===== config.mk =====
export PLATFORM = sky130hd
export DESIGN_NAME = interp4_fir
export DESIGN_NICKNAME = d
export VERILOG_FILES = /design/src/rtl/interp4_fir_pkg.sv /design/src/rtl/coeffs32_interp.sv /design/src/rtl/interp4_fir.sv
export SDC_FILE = /design/constraint.sdc
export NUM_CORES = 1
export LEC_CHECK = 0
export BUFFER_PORTS_ARGS = -buffer_cell sky130_fd_sc_hd__buf_2
export CORE_ASPECT_RATIO = 1.4
export CORE_MARGIN = 3
export CORE_UTILIZATION = 64
export DETAILED_ROUTE_END_ITERATION = 8
export GPL_ROUTABILITY_DRIVEN = 0
export PLACE_DENSITY = 0.81
export REMOVE_ABC_BUFFERS = 1
export SKIP_LAST_GASP = 1
export SLEW_MARGIN = 10
export SYNTH_ARGS = -nofsm -noshare
export SYNTH_HDL_FRONTEND = slang
export SYNTH_SLANG_ARGS = --single-unit

===== constraint.sdc =====
create_clock -name clock -period 12.4 [get_ports clock]
set_input_delay 1.24 -clock clock [delete_from_list [all_inputs] [get_ports clock]]
set_output_delay 1.24 -clock clock [all_outputs]
set_load 0.005 [all_outputs]

===== src/rtl/interp4_fir_pkg.sv =====
// interp4_fir_pkg: shared sizes, FSM encoding and output saturation for the 4x interpolator
package interp4_fir_pkg;
    localparam int L          = 4;
    localparam int TAPS       = 32;
    localparam int PHASE_TAPS = 8;
    localparam int COEF_W     = 12;
    localparam int ACC_W      = 23;
    localparam int Y_W        = 18;

    localparam logic [1:0] S_IDLE   = 2'd0;
    localparam logic [1:0] S_MAC    = 2'd1;
    localparam logic [1:0] S_COMMIT = 2'd2;

    function automatic logic signed [Y_W-1:0] sat_y(input logic signed [ACC_W-1:0] v);
        return v > 23'sd131071 ? 18'sd131071 : v < -23'sd131072 ? -18'sd131072 : v[Y_W-1:0];
    endfunction
endpackage


===== src/rtl/coeffs32_interp.sv =====
// coeffs32_interp: 32-tap lowpass prototype ROM; only half is stored since h[n] = h[31-n]
module coeffs32_interp
    import interp4_fir_pkg::*;
(
    input  logic        [4:0]        index,
    output logic signed [COEF_W-1:0] coeff
);
    logic [3:0] half;

    assign half = index[4] ? ~index[3:0] : index[3:0];

    always_comb begin
        case (half)
            4'd0:    coeff = -12'sd3;
            4'd1:    coeff = -12'sd7;
            4'd2:    coeff = -12'sd10;
            4'd3:    coeff = -12'sd7;
            4'd4:    coeff = 12'sd10;
            4'd5:    coeff = 12'sd34;
            4'd6:    coeff = 12'sd48;
            4'd7:    coeff = 12'sd28;
            4'd8:    coeff = -12'sd38;
            4'd9:    coeff = -12'sd122;
            4'd10:   coeff = -12'sd163;
            4'd11:   coeff = -12'sd91;
            4'd12:   coeff = 12'sd127;
            4'd13:   coeff = 12'sd455;
            4'd14:   coeff = 12'sd788;
            default: coeff = 12'sd998;
        endcase
    end
endmodule


===== src/rtl/interp4_fir.sv =====
// interp4_fir: 4x polyphase interpolator; one MAC per cycle fills a back buffer of 4 phases,
// which is swapped with the front buffer that out_tick drains.
module interp4_fir
    import interp4_fir_pkg::*;
#(
    parameter int L    = interp4_fir_pkg::L,
    parameter int TAPS = interp4_fir_pkg::TAPS
) (
    input  logic                  clock,
    input  logic                  reset_n,
    input  logic                  x_ready,
    input  logic signed [7:0]     x,
    input  logic                  out_tick,
    output logic signed [Y_W-1:0] y,
    output logic                  y_valid,
    output logic                  busy,
    output logic                  underrun,
    output logic                  overrun
);
    logic [1:0]               state;
    logic [2:0]               tap, wp, rptr;
    logic [1:0]               phase;
    logic                     fsel;
    logic signed [7:0]        hist [PHASE_TAPS];
    logic signed [Y_W-1:0]    bufs [2][L];
    logic signed [ACC_W-1:0]  acc, sum;
    logic signed [COEF_W-1:0] coeff;
    logic signed [7:0]        sample;
    logic signed [19:0]       prod;
    logic                     tap_last, phase_last;

    coeffs32_interp rom (.index({tap, phase}), .coeff(coeff));

    // wp already points past the newest sample once MAC starts
    assign sample     = hist[wp - 3'd1 - tap];
    assign prod       = sample * coeff;
    assign sum        = acc + ACC_W'(prod);
    assign tap_last   = tap == 3'(TAPS / L - 1);
    assign phase_last = phase == 2'(L - 1);
    assign busy       = state == S_MAC;

    // rptr[2] set means every front-buffer entry has been consumed
    always_ff @(posedge clock) begin
        if (!reset_n) begin
            state    <= S_IDLE;
            tap      <= '0;
            phase    <= '0;
            acc      <= '0;
            wp       <= '0;
            rptr     <= 3'd4;
            fsel     <= 1'b0;
            hist     <= '{default: '0};
            bufs     <= '{default: '0};
            y        <= '0;
            y_valid  <= 1'b0;
            underrun <= 1'b0;
            overrun  <= 1'b0;
        end else begin
            y_valid <= out_tick;
            if (out_tick) begin
                if (rptr[2]) underrun <= 1'b1;
                else begin
                    y    <= bufs[fsel][rptr[1:0]];
                    rptr <= rptr + 3'd1;
                end
            end
            if (state == S_COMMIT) begin
                fsel <= ~fsel;
                rptr <= 3'd0;
            end
            if (x_ready) begin
                hist[wp] <= x;
                wp       <= wp + 3'd1;
                tap      <= '0;
                phase    <= '0;
                acc      <= '0;
                state    <= S_MAC;
                if (busy) overrun <= 1'b1;
            end else if (busy) begin
                tap <= tap_last ? 3'd0 : tap + 3'd1;
                acc <= tap_last ? '0 : sum;
                if (tap_last) begin
                    bufs[~fsel][phase] <= sat_y(sum);
                    phase              <= phase + 2'd1;
                    state              <= phase_last ? S_COMMIT : S_MAC;
                end
            end else state <= S_IDLE;
        end
    end
endmodule


==> results of run 1 <==
[synthesized netlist by cell type (4+ instances only)]
| cell type | n | area share (%) |
|---|---|---|
| ha_1 | 65 | 4.9 |
| mux2i_1 | 33 | 2.0 |
| buf_1 | 22 | 0.50 |
| a21boi_0 | 80 | 3.6 |
| xor2_1 | 16 | 0.85 |
| a31oi_1 | 11 | 0.42 |
| xnor2_1 | 16 | 0.85 |
| buf_2 | 16 | 0.48 |
| a31oi_2 | 6 | 0.45 |
| a311oi_1 | 87 | 4.6 |
| nor2b_1 | 17 | 0.64 |
| nand2b_1 | 11 | 0.42 |
| a22oi_1 | 12 | 0.54 |
| o21ai_0 | 32 | 0.97 |
| inv_1 | 109 | 2.5 |
| o31ai_1 | 4 | 0.18 |
| nand3_1 | 23 | 0.70 |
| nor2_1 | 240 | 5.4 |
| a21o_1 | 9 | 0.41 |
| or2_2 | 28 | 1.1 |
| nor3b_1 | 4 | 0.18 |
| a211oi_1 | 5 | 0.23 |
| mux4_2 | 53 | 7.2 |
| fa_1 | 110 | 13 |
| and3_1 | 4 | 0.15 |
| nand2_1 | 195 | 4.4 |
| clkbuf_1 | 83 | 1.9 |
| a221oi_1 | 4 | 0.21 |
| dfxtp_1 | 266 | 32 |
| nand4_1 | 8 | 0.30 |
| clkinv_1 | 6 | 0.14 |
| a21oi_1 | 133 | 4.0 |
| nor3_1 | 25 | 0.76 |
| and2_1 | 7 | 0.26 |
| o211a_1 | 19 | 1.2 |
[stage by stage]
step | hold WS [ns] | cell area (µm²) | TNS [ns] | setup WS (ns) | power, mW
6_report | 0.4661 | 17750 | 0 | 2.241 | 1.994
5_1_grt | 0.4913 | 17750 | 0 | 1.674 | 2.062
4_1_cts | 0.4664 | 17750 | 0 | 2.392 | 2.000
3_5_place_dp | 0.4570 | 16830 | 0 | 2.415 | 1.151
2_1_floorplan | 0.4402 | 16020 | -6.203 | -0.1155 | 1.065
3_3_place_gp | 0.4483 | 16820 | 0 | 2.801 | 1.144
[layer usage]
metal | global-route usage, % | up-vias
met5 | 0 | -
met4 | 14.47 | 2
met1 | 32.89 | 6342
met2 | 54.19 | 482
met3 | 3.633 | 161
li1 | - | 6143
[state kept, by name, indices dropped and copies added (netlist names)]
signal / flops
underrun: 1
acc: 23
y: 18
tap: 3
y_valid: 1
rptr: 3
fsel: 1
phase: 2
bufs: 144
state: 2
overrun: 1
hist: 64
wp: 3
[final timing paths]
check | end | slack (ns) | startpoint | cells after the start
worst max-delay path | bufs[59] | 2.24 | tap[0] | 28
worst min-delay path | hist[56] | 0.47 | hist[56] | 2
worst max register to register | bufs[59] | 2.24 | tap[0] | 28
worst min register to register | hist[56] | 0.47 | hist[56] | 2
[area by class of cell]
class	instances	area share [%]
Clock buffer	38	4.321
Clock inverter	9	0.8742
Inverter	115	2.432
Multi-Input combinational cell	1286	58.06
Sequential cell	266	30.02
Tap cell	319	2.249
Timing Repair Buffer	59	2.044
[cell families (layout without fill, tap and decap cells)]
logic type / count (synthesis) / in the layout
AOI/OAI and AO/OA: 428 / 428
xor gates and xnor gates: 32 / 32
adders and majority gates: 175 / 175
buffers and inverters: 240 / 221
DFF: 266 / 266
muxes: 87 / 87
and+or+nand+nor: 564 / 564
[tightest hold or removal path, stage by stage (launching register included)]
cell and delay [ns]:
dfxtp_1 0.31, nand2_1 0.04, a21boi_0 0.06
[where the power goes]
part           internal [mW]  total (mW)  switching, mW
logic                 0.0774       0.269          0.192
clock network          0.513       0.856          0.343
registers              0.861       0.869        0.00724
==> metrics, run 1 <==
RSZ-0062 raised after global routing=false; Synth Flop Type=dfxtp_1; startpoint types=flip-flop; maximum VDD drop=0.1380 mV; sequential area share after synthesis=32.21%; Synth Cell Area=16530 µm²; total gr overflow=0; combinational family with the most area after synthesis=compound AO/OA/AOI/OAI gates; DR iter-0 viols=935; wire length on met2=21.41 mm; wire per inst=19.30 µm; # clock sinks=between 200 and 300; Metal-1 WL=14.85 mm; clock slew at reported path FFs=0.06 ns; I/O pins=34; critical path class=flip-flop to flip-flop; Post-CTS Setup Bufs=0; Final setup viols=0; xor/xnor share of the synthesized area=1.695%; number of cells after detailed placement=a little over 2000; area fraction in compound gates after synthesis=18.42%; max_cap viols=0; most frequent cells in the layout=264 x dfxtp_1, 239 x nor2_1, 195 x nand2_1; CP most frequent cell=fa_1; core area=25380 µm²; number of synthesized flops with an enable pin=0; initial antenna violation count=1; Mean Syn Cell Area=9.226 µm²; routed vias=between 10000 and 15000; post-route insts no fill=roughly 2100; CTS tree=built; clock latency at the later pin of the worst-skew pair=~0.55 ns; sequential cell area=5328 µm²; final wirelength=40.37 mm; Multi-input gate area=10300 µm²; Worst path slowest cell=dfxtp_1; Num CTS Buffers=26; I/O Buffers=33; CP Data Required Time=about 13 ns; yosys warns=0; f_max=~98 MHz; Hold WC Path Type=flip-flop to flip-flop; outcome=completed; Die Height=slightly below 200 µm; post-synthesis adder-cell area fraction=18.24%; worst stage delay on the critical path=~0.8 ns; Die Area=~28000 µm²; CP Capture Type=flip-flop; synthesis-to-finish area growth=7.348%; worst clock skew=0.01235 ns; CTS Hold Bufs=0; Highest Signal Layer=met5; # diodes=0; Nets=1941; first-pass GRT wire length=roughly 67 mm; H-tree depth=1; metal3 WL=2.035 mm; Buf+Inv Stages, Crit Path=7; worst path arrival time=10.54 ns; P_leak=7.281 nW; # DRC=0; vias in the first global route=13530; mux contribution to synthesized area=9.286%; Initial Util=65.14%; post-synth cell types=56; critical path's top delay family=adder cells; Synth Area in Simple Gates=14.42%; pwr/cell area=112.3 nW/µm²; fin util=69.93%; commonest non-fill, non-tap cell in the layout=dfxtp_1; Hold Violations, Final=0; Post-Syn Instances=1792; max-slew violation count=0; drt via density=6.276; dpl hpwl=29.20 mm; # rows=just under 70; slew margin rel.=21.32%; CTS root buf=clkbuf_16; Total GRT Usage=29.34%; ANT nets after route=0; largest net degree at the start of global routing=95; Max clock buf depth=3; share of cells above drive strength 1=11.56%; Fillers=1936; CP max FO=94; drt pass-1 iters=5; CTS resizes=0; Tcrit/Tclk final=81.93%; die width=141.8 µm; worst-margin pin slew=around 1.2 ns; Async SR Flop Fraction=0%; Period minus WS final=between 10 and 15 ns; #FFs+latches synth=~270
Power figures use the tool's default switching activity.
==> run 2: changes to the inputs <==
--- a/config.mk
+++ b/config.mk
@@ -8,10 +8,10 @@
 export BUFFER_PORTS_ARGS = -buffer_cell sky130_fd_sc_hd__buf_2
 export CORE_ASPECT_RATIO = 1.4
 export CORE_MARGIN = 3
-export CORE_UTILIZATION = 64
+export CORE_UTILIZATION = 58
 export DETAILED_ROUTE_END_ITERATION = 8
 export GPL_ROUTABILITY_DRIVEN = 0
-export PLACE_DENSITY = 0.81
+export PLACE_DENSITY = 0.78
 export REMOVE_ABC_BUFFERS = 1
 export SKIP_LAST_GASP = 1
 export SLEW_MARGIN = 10
==> constraint.sdc (replaced) <==
create_clock -name clock -period 8.55 [get_ports clock]
set_input_delay 0.855 -clock clock [delete_from_list [all_inputs] [get_ports clock]]
set_output_delay 0.855 -clock clock [all_outputs]
set_load 0.005 [all_outputs]
==> run 2 against run 1 <==
Against the previous run: clock skew decreased by 0.0013 ns; non-clock buffer count increased by 51; clock power increased by 34%; setup slack got worse by 1.9 ns; flip-flop and latch count unchanged; cell count increased by 4.7%; largest power group unchanged; critical path depth increased by 1; via count increased by 1.6%.
==> metrics, run 2 (same netlist as run 1, synthesis figures left out) <==
outcome=completed; clock latency at the later pin of the worst-skew pair=0.56 ns (about the same); Initial Util=59.39% (-5.7 points); die width=148.7 µm (+4.8%); pwr/cell area=156.3 nW/µm² (+39%); largest net degree at the start of global routing=95 (unchanged); Hold WC Path Type=flip-flop to flip-flop; CTS Hold Bufs=0 (unchanged); f_max=122.2 MHz (+24%); worst path arrival time=8.58 ns (-1.96 ns); worst clock skew=0.01101 ns (-0.001345 ns); CTS tree=built; # clock sinks=266 (unchanged); max-slew violation count=0 (unchanged); number of flip-flops in the largest register=144 (unchanged); most flop-heavy register=bufs; H-tree depth=1 (unchanged); metal3 WL=2.306 mm (+13%); most frequent cells in the layout=264 x dfxtp_1, 237 x nor2_1, 195 x nand2_1; HP Start=hist[62]; biggest regs=bufs: 144 flops, hist: 64 flops, acc: 23 flops; reg2reg start=tap[0]; worst hold stages=2 (unchanged); CP most frequent cell=fa_1; # rows=72 (+4.3%); Worst path slowest cell=a31oi_2; commonest non-fill, non-tap cell in the layout=dfxtp_1; number of cells after detailed placement=2135 (+4.4%); Highest Signal Layer=met4; drt pass-1 iters=6 (+1); startpoint types=flip-flop; Die Height=205.8 µm (+4.9%); core area=27840 µm² (+9.7%); synthesis-to-finish area growth=10.42%; initial antenna violation count=0 (-1); Fillers=2226 (+15%); drt via density=6.087 (-3.0%); P_leak=7.501 nW (+3.0%); I/O pins=34 (unchanged); worst r2r path cells=29 (+3.6%); critical path class=flip-flop to flip-flop; Setup crit end=bufs[60]; dpl hpwl=29.48 mm (+0.95%); # DRC=0 (unchanged); vias in the first global route=13590 (+0.39%); worst stage delay on the critical path=0.56 ns (-0.25 ns); Num CTS Buffers=26 (unchanged); clock slew at reported path FFs=0.07 ns (about the same); CP Data Required Time=8.95 ns (-3.83 ns); ANT nets after route=0 (unchanged); R2R setup slack=0.37 ns (-1.87 ns); post-route insts no fill=2191 (+4.7%); Nets=1992 (+2.6%); Critical path origin=tap[0]; CTS root buf=clkbuf_16; Metal-1 WL=15.65 mm (+5.4%); CP max FO=10 (-89%); maximum VDD drop=0.1816 mV (+32%); Tcrit/Tclk final=95.70% (+14 points); worst-margin pin slew=1.194 ns (+0.02321 ns); max_cap viols=0 (unchanged); slew margin rel.=20.08% (-1.2 points); wire length on met2=21.62 mm (+1.0%); Max clock buf depth=3 (unchanged); final wirelength=41.19 mm (+2.0%); DR iter-0 viols=1114 (+19%); Total GRT Usage=27.17% (-2.2 points); setup TNS=0 ns (unchanged); routed vias=13340 (+1.6%); I/O Buffers=33 (unchanged); Hold Violations, Final=0 (unchanged); share of cells above drive strength 1=14.39% (+2.8 points); Die Area=30600 µm² (+10%); total gr overflow=0 (unchanged); first-pass GRT wire length=67.92 mm (+1.3%); reg-to-reg endpoint=bufs[60]; # diodes=0 (unchanged); Period minus WS final=8.182 ns (-1.977 ns); Final setup viols=0 (unchanged); wire per inst=18.80 µm (-2.6%); CP Capture Type=flip-flop
[run 2: power breakdown]
part	switching (mW)	total (mW)	internal [mW]
clock	0.489	1.15	0.665
combinational	0.297	0.443	0.147
sequential	0.00637	1.26	1.25
[run 2: layout make-up]
type                            count  area [µm²]  share of cell area (%)
Tap cell                          370       462.9                   2.536
Clock inverter                      3       42.54                  0.2330
Clock buffer                       41       798.3                   4.373
Inverter                          115       431.7                   2.364
Timing Repair Buffer              110       813.3                   4.455
Multi-Input combinational cell   1286       10380                   56.86
Sequential cell                   266        5328                   29.18
[run 2: per-stage QoR]
stage	area (µm²)	hold WS [ns]	util [%]	worst slack (ns)	power, mW
after floorplan	16020	0.4402	-	-3.965	1.545
after global placement	17220	0.4489	61.84	0.1268	1.691
after detailed placement	17220	0.4555	61.84	-0.003225	1.702
after CTS	18060	0.4659	64.86	0.01187	2.846
after global routing	18260	0.4896	65.58	-0.03470	2.955
final	18260	0.4646	65.58	0.3677	2.853
[run 2: timing repair]
item | CTS | global route
gates resized for setup | 1 | 18
setup endpoints to repair | 6 | 136
buffers inserted | 0 | 12
pin swaps | 0 | 4
endpoints found under the hold margin | 0 | 0
[run 2: worst min-delay path by stage]
stage	end
6_report	hist[62]
4_1_cts	hist[54]
3_3_place_gp	hist[38]
5_1_grt	hist[19]
2_1_floorplan	bufs[35]
3_5_place_dp	hist[5]
[run 2: critical path, delay by kind of cell (launching register included)]
| kind | cells | cell delay [ns] |
|---|---|---|
| mux | 3 | 1.23 |
| xor+xnor | 2 | 0.48 |
| compound gates | 7 | 1.71 |
| fa+ha+maj | 8 | 3.23 |
| simple gates | 1 | 0.12 |
| flops | 1 | 0.32 |
| buf+inv | 8 | 0.91 |
[run 2: metal layers]
layer  vias up  global-route usage [%]
li1       6245                       -
met1      6533                   32.06
met2       446                   49.33
met3       113                   3.150
met4         0                   12.35
met5         -                       0
